[src/rtl/pc_fetch_unit_pkg.sv]
// pc_fetch_unit_pkg -- constants and helpers shared by the fetch stage.
//
// Contents:
//   PC_W           program-counter / instruction width
//   HLT_OPCODE     opcode nibble of the halt instruction
//   BHT_ENTRIES    number of branch-history / target entries
//   BHT_IDX_W      index width derived from BHT_ENTRIES
//   BHT_CNT_RESET  2-bit counter value after reset (weakly not-taken)
//   bht_next()     saturating 2-bit counter step
package pc_fetch_unit_pkg;

  localparam int unsigned PC_W        = 16;
  localparam logic [3:0]  HLT_OPCODE  = 4'hF;
  localparam int unsigned BHT_ENTRIES = 8;
  localparam int unsigned BHT_IDX_W   = $clog2(BHT_ENTRIES);

  typedef enum logic [1:0] {
    BHT_STRONG_NT = 2'b00,
    BHT_WEAK_NT   = 2'b01,
    BHT_WEAK_T    = 2'b10,
    BHT_STRONG_T  = 2'b11
  } bht_state_e;

  localparam logic [1:0] BHT_CNT_RESET = BHT_WEAK_NT;

  // Move a 2-bit counter one step toward taken (11) or not-taken (00),
  // sticking at either end.
  function automatic logic [1:0] bht_next(input logic [1:0] cnt,
                                          input logic       taken);
    if (taken)
      return (cnt == BHT_STRONG_T)  ? cnt : cnt + 2'd1;
    else
      return (cnt == BHT_STRONG_NT) ? cnt : cnt - 2'd1;
  endfunction

endpackage

[src/rtl/CPU_Register.sv]
// CPU_Register -- generic enabled register with asynchronous active-high reset.
//
// Parameters:
//   WIDTH      register width
//   RESET_VAL  value loaded while rst is high
// Ports:
//   clk  in   rising-edge clock
//   rst  in   asynchronous reset, active-high
//   en   in   load enable; q holds when low
//   d    in   next value
//   q    out  registered value
module CPU_Register #(
  parameter int unsigned      WIDTH     = 16,
  parameter logic [WIDTH-1:0] RESET_VAL = '0
) (
  input  logic             clk,
  input  logic             rst,
  input  logic             en,
  input  logic [WIDTH-1:0] d,
  output logic [WIDTH-1:0] q
);

  // NOTE: clocked state is assigned with <= so every register samples the
  // pre-edge values of its neighbours, independent of block ordering.
  always_ff @(posedge clk or posedge rst) begin
    if (rst)
      q <= RESET_VAL;
    else if (en)
      q <= d;
  end

endmodule

[src/rtl/pc_fetch_unit_branch_predictor.sv]
// branch_predictor -- combined BHT (2-bit counters) and BTB (target + valid).
//
// Ports:
//   clk             in   rising-edge clock
//   rst             in   asynchronous reset, active-high
//   rd_idx          in   entry looked up for the instruction being fetched
//   predicted_taken out  counter MSB of rd_idx AND its valid bit
//   pred_target     out  stored target of rd_idx
//   update          in   train entry upd_idx this cycle
//   upd_idx         in   entry trained
//   actual_taken    in   resolved direction
//   actual_target   in   resolved target (written only when taken)
//
// Reads are combinational from the registered arrays, so a read of an entry
// being trained in the same cycle returns its pre-update contents.
module branch_predictor
  import pc_fetch_unit_pkg::*;
(
  input  logic                 clk,
  input  logic                 rst,
  input  logic [BHT_IDX_W-1:0] rd_idx,
  output logic                 predicted_taken,
  output logic [PC_W-1:0]      pred_target,
  input  logic                 update,
  input  logic [BHT_IDX_W-1:0] upd_idx,
  input  logic                 actual_taken,
  input  logic [PC_W-1:0]      actual_target
);

  logic [BHT_ENTRIES-1:0][1:0]      bht_q;
  logic [BHT_ENTRIES-1:0][PC_W-1:0] target_q;
  logic [BHT_ENTRIES-1:0]           valid_q;

  // NOTE: these arrays are cleared by reset on purpose -- a prediction made
  // from stale entries would redirect fetch, so they cannot be left as
  // uninitialised RAM the way a data buffer could.
  always_ff @(posedge clk or posedge rst) begin
    if (rst) begin
      for (int i = 0; i < BHT_ENTRIES; i++) begin
        bht_q[i]    <= BHT_CNT_RESET;
        target_q[i] <= '0;
      end
      valid_q <= '0;
    end else if (update) begin
      bht_q[upd_idx] <= bht_next(bht_q[upd_idx], actual_taken);
      if (actual_taken) begin
        target_q[upd_idx] <= actual_target;
        valid_q[upd_idx]  <= 1'b1;
      end
    end
  end

  assign predicted_taken = bht_q[rd_idx][1] & valid_q[rd_idx];
  assign pred_target     = target_q[rd_idx];

endmodule

[src/rtl/pc_fetch_unit.sv]
// pc_fetch_unit -- instruction-fetch program counter with optional dynamic
// branch prediction.
//
// Build option:
//   DYNAMIC_BP_EN  defined: 8-entry BHT/BTB predicts the next PC.
//                  undefined: no predictor storage, next PC is always PC+2.
//
// Parameters:
//   RESET_PC         PC value loaded on reset
// Ports:
//   clk              in   rising-edge clock
//   rst              in   asynchronous reset, active-high
//   stall            in   hold PC (shared with the IF/ID stall)
//   mispredicted     in   redirect fetch to correct_PC next edge
//   correct_PC       in   redirect address
//   update           in   train predictor with a resolved branch
//   update_PC_idx    in   low PC bits of the resolved branch
//   actual_taken     in   resolved direction
//   actual_target    in   resolved target
//   imem_rdata       in   instruction word at imem_addr (combinational)
//   imem_addr        out  instruction address (= PC_curr)
//   PC_curr          out  current fetch PC
//   PC_next          out  predicted next PC
//   PC_inst          out  fetched instruction word (= imem_rdata)
//   predicted_taken  out  prediction for the instruction at PC_curr
module pc_fetch_unit
  import pc_fetch_unit_pkg::*;
#(
  parameter logic [PC_W-1:0] RESET_PC = 16'h0000
) (
  input  logic            clk,
  input  logic            rst,
  input  logic            stall,
  input  logic            mispredicted,
  input  logic [PC_W-1:0] correct_PC,
  input  logic            update,
  input  logic [3:0]      update_PC_idx,
  input  logic            actual_taken,
  input  logic [PC_W-1:0] actual_target,
  input  logic [PC_W-1:0] imem_rdata,
  output logic [PC_W-1:0] imem_addr,
  output logic [PC_W-1:0] PC_curr,
  output logic [PC_W-1:0] PC_next,
  output logic [PC_W-1:0] PC_inst,
  output logic            predicted_taken
);

  logic [PC_W-1:0] pc_plus2;
  logic [PC_W-1:0] pc_load;
  logic            halt;
  logic            pc_en;

  assign pc_plus2  = PC_curr + 16'd2;
  assign imem_addr = PC_curr;
  assign PC_inst   = imem_rdata;
  assign halt      = (imem_rdata[15:12] == HLT_OPCODE);

  // A redirect beats both stall and halt; otherwise either one freezes fetch.
  assign pc_en   = mispredicted | ~(stall | halt);
  assign pc_load = mispredicted ? correct_PC : PC_next;

  CPU_Register #(
    .WIDTH     (PC_W),
    .RESET_VAL (RESET_PC)
  ) u_pc (
    .clk (clk),
    .rst (rst),
    .en  (pc_en),
    .d   (pc_load),
    .q   (PC_curr)
  );

`ifdef DYNAMIC_BP_EN
  logic [PC_W-1:0] pred_target;
  logic            unused_upd_lsb;

  // Instructions are halfword aligned, so bit 0 never selects an entry.
  branch_predictor u_bp (
    .clk             (clk),
    .rst             (rst),
    .rd_idx          (PC_curr[BHT_IDX_W:1]),
    .predicted_taken (predicted_taken),
    .pred_target     (pred_target),
    .update          (update),
    .upd_idx         (update_PC_idx[BHT_IDX_W:1]),
    .actual_taken    (actual_taken),
    .actual_target   (actual_target)
  );

  assign PC_next        = predicted_taken ? pred_target : pc_plus2;
  assign unused_upd_lsb = update_PC_idx[0];
`else
  logic unused_bp_inputs;

  assign predicted_taken  = 1'b0;
  assign PC_next          = pc_plus2;
  assign unused_bp_inputs = ^{update, update_PC_idx, actual_taken, actual_target};
`endif

endmodule

[config.mk]
export PLATFORM = sky130hd
export DESIGN_NAME = pc_fetch_unit
export DESIGN_NICKNAME = d
export VERILOG_FILES = /design/src/rtl/pc_fetch_unit_pkg.sv /design/src/rtl/CPU_Register.sv /design/src/rtl/pc_fetch_unit_branch_predictor.sv /design/src/rtl/pc_fetch_unit.sv
export SDC_FILE = /design/constraint.sdc
export NUM_CORES = 1
export LEC_CHECK = 0
export ABC_AREA = 1
export CAP_MARGIN = 15
export CORE_UTILIZATION = 30
export CTS_BUF_LIST = sky130_fd_sc_hd__clkbuf_2
export DETAILED_ROUTE_END_ITERATION = 10
export PLACE_DENSITY = 0.8
export SLEW_MARGIN = 20
export SYNTH_ARGS = -nofsm -noshare
export SYNTH_HDL_FRONTEND = slang
export SYNTH_SLANG_ARGS = --single-unit
[constraint.sdc]
create_clock -name clk -period 1.3 [get_ports clk]
set_clock_uncertainty 0.05 [all_clocks]
set_input_delay 0.195 -clock clk [delete_from_list [all_inputs] [get_ports clk]]
set_output_delay 0.195 -clock clk [all_outputs]
set_load 0.01 [all_outputs]
==> results_dict.tcl, run 1 <==
set metrics [dict create \
    grt_pass1_wl_um 8070 \
    p_leak_nw 1.35 \
    ys_async_sr_fraction 1.00 \
    gp_congestion 0.827 \
    syn_avg_cell_area_sq_um 6.83 \
    ir_drop_mv 0.488 \
    status "finished with violations" \
    antenna_left 0 \
    cts_made_buffers 3 \
    grt_overflow 0 \
    hold_violations 0 \
    place_hpwl_um 3300 \
    fin_total_pwr_w 0.00228 \
    worstPathArrival_ps 1650 \
    drcViolationCount 5 \
    clock-sinks 16 \
    synth_nets 269 \
    holdBufCountCts 0 \
    synth_largest_area_cell "dfrtp_1" \
    die_x_um 71.2 \
    synthFlopType "dfrtp_1" \
    syn_to_final_growth_pct 90.4 \
    critPathSlowestCell "dfrtp_2" \
    largest_reg_flops 16 \
    regMostFlops "u_pc.q" \
    io_buffers 75 \
    htree_levels 1 \
    fin_util 0.611 \
    final_cell_mix "buf_6 (63), nand2_1 (51), buf_4 (27)" \
    final_area_sq_mm 0.00273 \
    hp-class "input port to async pin" \
    worstSetupStartpointType "register" \
    path_cells "ha_4 > nand3_4 > inv_4 > nand2_4 > nor2_1 > nand2_1 > and2_4 > buf_6" \
    fp.dieH_um 71.2 \
    root_buffer "clkbuf_2" \
    final_common_cell "buf_6" \
    drv_cap 0 \
    viasPerCell 4.89 \
    required_ps 1050 \
    cts_tree "yes" \
    vias 1774 \
    netlist_area_sq_mm 0.00144 \
    drive_above_1_share 0.543 \
    synth-seq-cells 16 \
    cp-end-kind "primary output" \
    violations "DRC, setup timing" \
    antenna_found_initial 0 \
    wl_per_cell_um 15.6 \
    maxSlewViolCount 0 \
    critical_path.max_stage_delay_ps 430 \
    drtIter0Drc 117 \
    post-route-min-period_ps 1890 \
    synthDistinctLibCells 26 \
    initial_utilization 0.321 \
    antenna_cells 0 \
    finalCritPeriodShare 1.45 \
    critPathKind "register to primary output" \
    synth.top_cell.area_share 0.279 \
    ios 123 \
    synthTopCellsByArea "dfrtp_1 (28%), buf_4 (19%), nand2_1 (18%), inv_1 (6.3%), nand3_1 (5.2%)" \
    worst-path-buf-inv 2 \
    crit_fanout 4 \
    post_dp_cell_area_sq_mm 0.00224 \
    grt_pass1_vias 1741 \
    ys_warn_count 0 \
    finalWorstSetupSlack_ps -590 \
    timing.rr.start "u_pc.q[1]" \
    cp_top_family "simple AND/OR/NAND/NOR gates" \
    setup_viol 39 \
    ys_seq_area_frac 0.279 \
    nets 371 \
    gr-usage-all-layers 0.207 \
    synth_cells 210 \
    synth_edf_count 0 \
    crit_path_start "u_pc.q[1]" \
    wl_um 5670 \
    core_sq_mm 0.00447 \
    die-area_sq_mm 0.00506 \
    drtPass1Iterations 7 \
    rsz0062_at_grt "true" \
    grt_max_degree 17 \
    biggestRegsByFlops "u_pc.q x16" \
    rows 24 \
    cts.reportedPaths.clkPinSlew_ps 170 \
    clk_latency_ps 330 \
    clockBufferDepth 2 \
    pre_cts_ws_ps -570 \
    clock.fmax_mhz 529 \
    powerDensity_mw_per_mm2 833 \
]
## synthesized netlist by cell type, types with 2 or more instances
library cell,instances
inv_1,24
nand3_1,15
o21ai_0,6
o211ai_1,4
buf_4,36
xor2_1,4
nand3_2,2
nand2_1,67
nand4_1,3
nor2_1,10
nor2_2,3
and2_1,3
nor2_4,2
dfrtp_1,16
nand2_2,4
## repair_timing
item	4_1_cts	5_1_grt
hold endpoints to repair	0	0
buffers inserted	34	16
resized for setup	263	57
pin swaps	21	18
endpoints found under the setup margin	66	62
## path summary, 6_finish.rpt
kind | end | slack [ps] | cells past startpoint
min | u_pc.q[0] | 90 | 3
max in group asynchronous | u_pc.q[7] | 880 | 3
max reg2reg | u_pc.q[11] | -200 | 9
max | PC_next[11] | -590 | 8
min in group clk | PC_inst[10] | 340 | 0
min reg2reg | u_pc.q[0] | 660 | 4
## logic make-up (layout without fill, tap and decap cells)
logic type | Yosys count | after routing | share of synthesized area
adders and majority gates | 1 | 1 | 0.00872
other | 1 | 1 | 0.00261
AOI/OAI and AO/OA | 14 | 14 | 0.0715
and+or+nand+nor | 110 | 110 | 0.348
xor gates and xnor gates | 5 | 5 | 0.0305
DFF | 16 | 16 | 0.279
buffers and inverters | 63 | 164 | 0.260
## worst min-delay path, delay by kind of cell
kind | cells | cell delay [ps]
buf+inv | 3 | 680
## power breakdown
group / total [W] / internal, W / switching (W) / leakage, nW
sequential: 0.000640 / 0.000561 / 0.0000798 / 0.185
clock: 0.000248 / 0.0000667 / 0.000181 / 0.0140
combinational: 0.00139 / 0.000776 / 0.000612 / 1.16
total: 0.00228 / 0.00140 / 0.000873 / 1.35
## per-stage QoR
stage / hold WS (ps) / instances / TNS, ps
finish: 94.3 / 363 / -9370
global route: 134 / 363 / -12290
CTS: 113 / 362 / -8350
detailed placement: 340 / 330 / -12720
global placement: 340 / 330 / -12080
floorplan: 58.3 / 210 / -197
## area by class of cell
class / count / area [sq um]
Clock inverter: 1 / 3.75
Fill cell: 376 / 1740
Clock buffer: 3 / 15.0
Sequential cell: 16 / 410
Inverter: 26 / 108
Timing Repair Buffer: 134 / 1270
Multi-Input combinational cell: 131 / 863
Tap cell: 52 / 65.1
## per-layer routing
| layer | up-vias | track usage | wire length, um |
|---|---|---|---|
| met5 | - | 0 | 0 |
| met4 | 0 | 0.0600 | 143 |
| met3 | 14 | 0.0513 | 369 |
| met2 | 71 | 0.398 | 3130 |
| met1 | 873 | 0.220 | 2020 |
| li1 | 816 | - | - |
(Power assumes the default switching activity.)
==> inputs of run 2 (changes only) <==
Settings changed: CAP_MARGIN 15 to not set.
==> results of run 2 <==
Same layout as run 1: the final DEF is identical, and so are final timing and power.
==> inputs of run 3 (changes only) <==
Settings changed: HOLD_SLACK_MARGIN set to 0.03.
==> results of run 3 <==
Same layout as run 1: the final DEF is identical, and so are final timing and power.
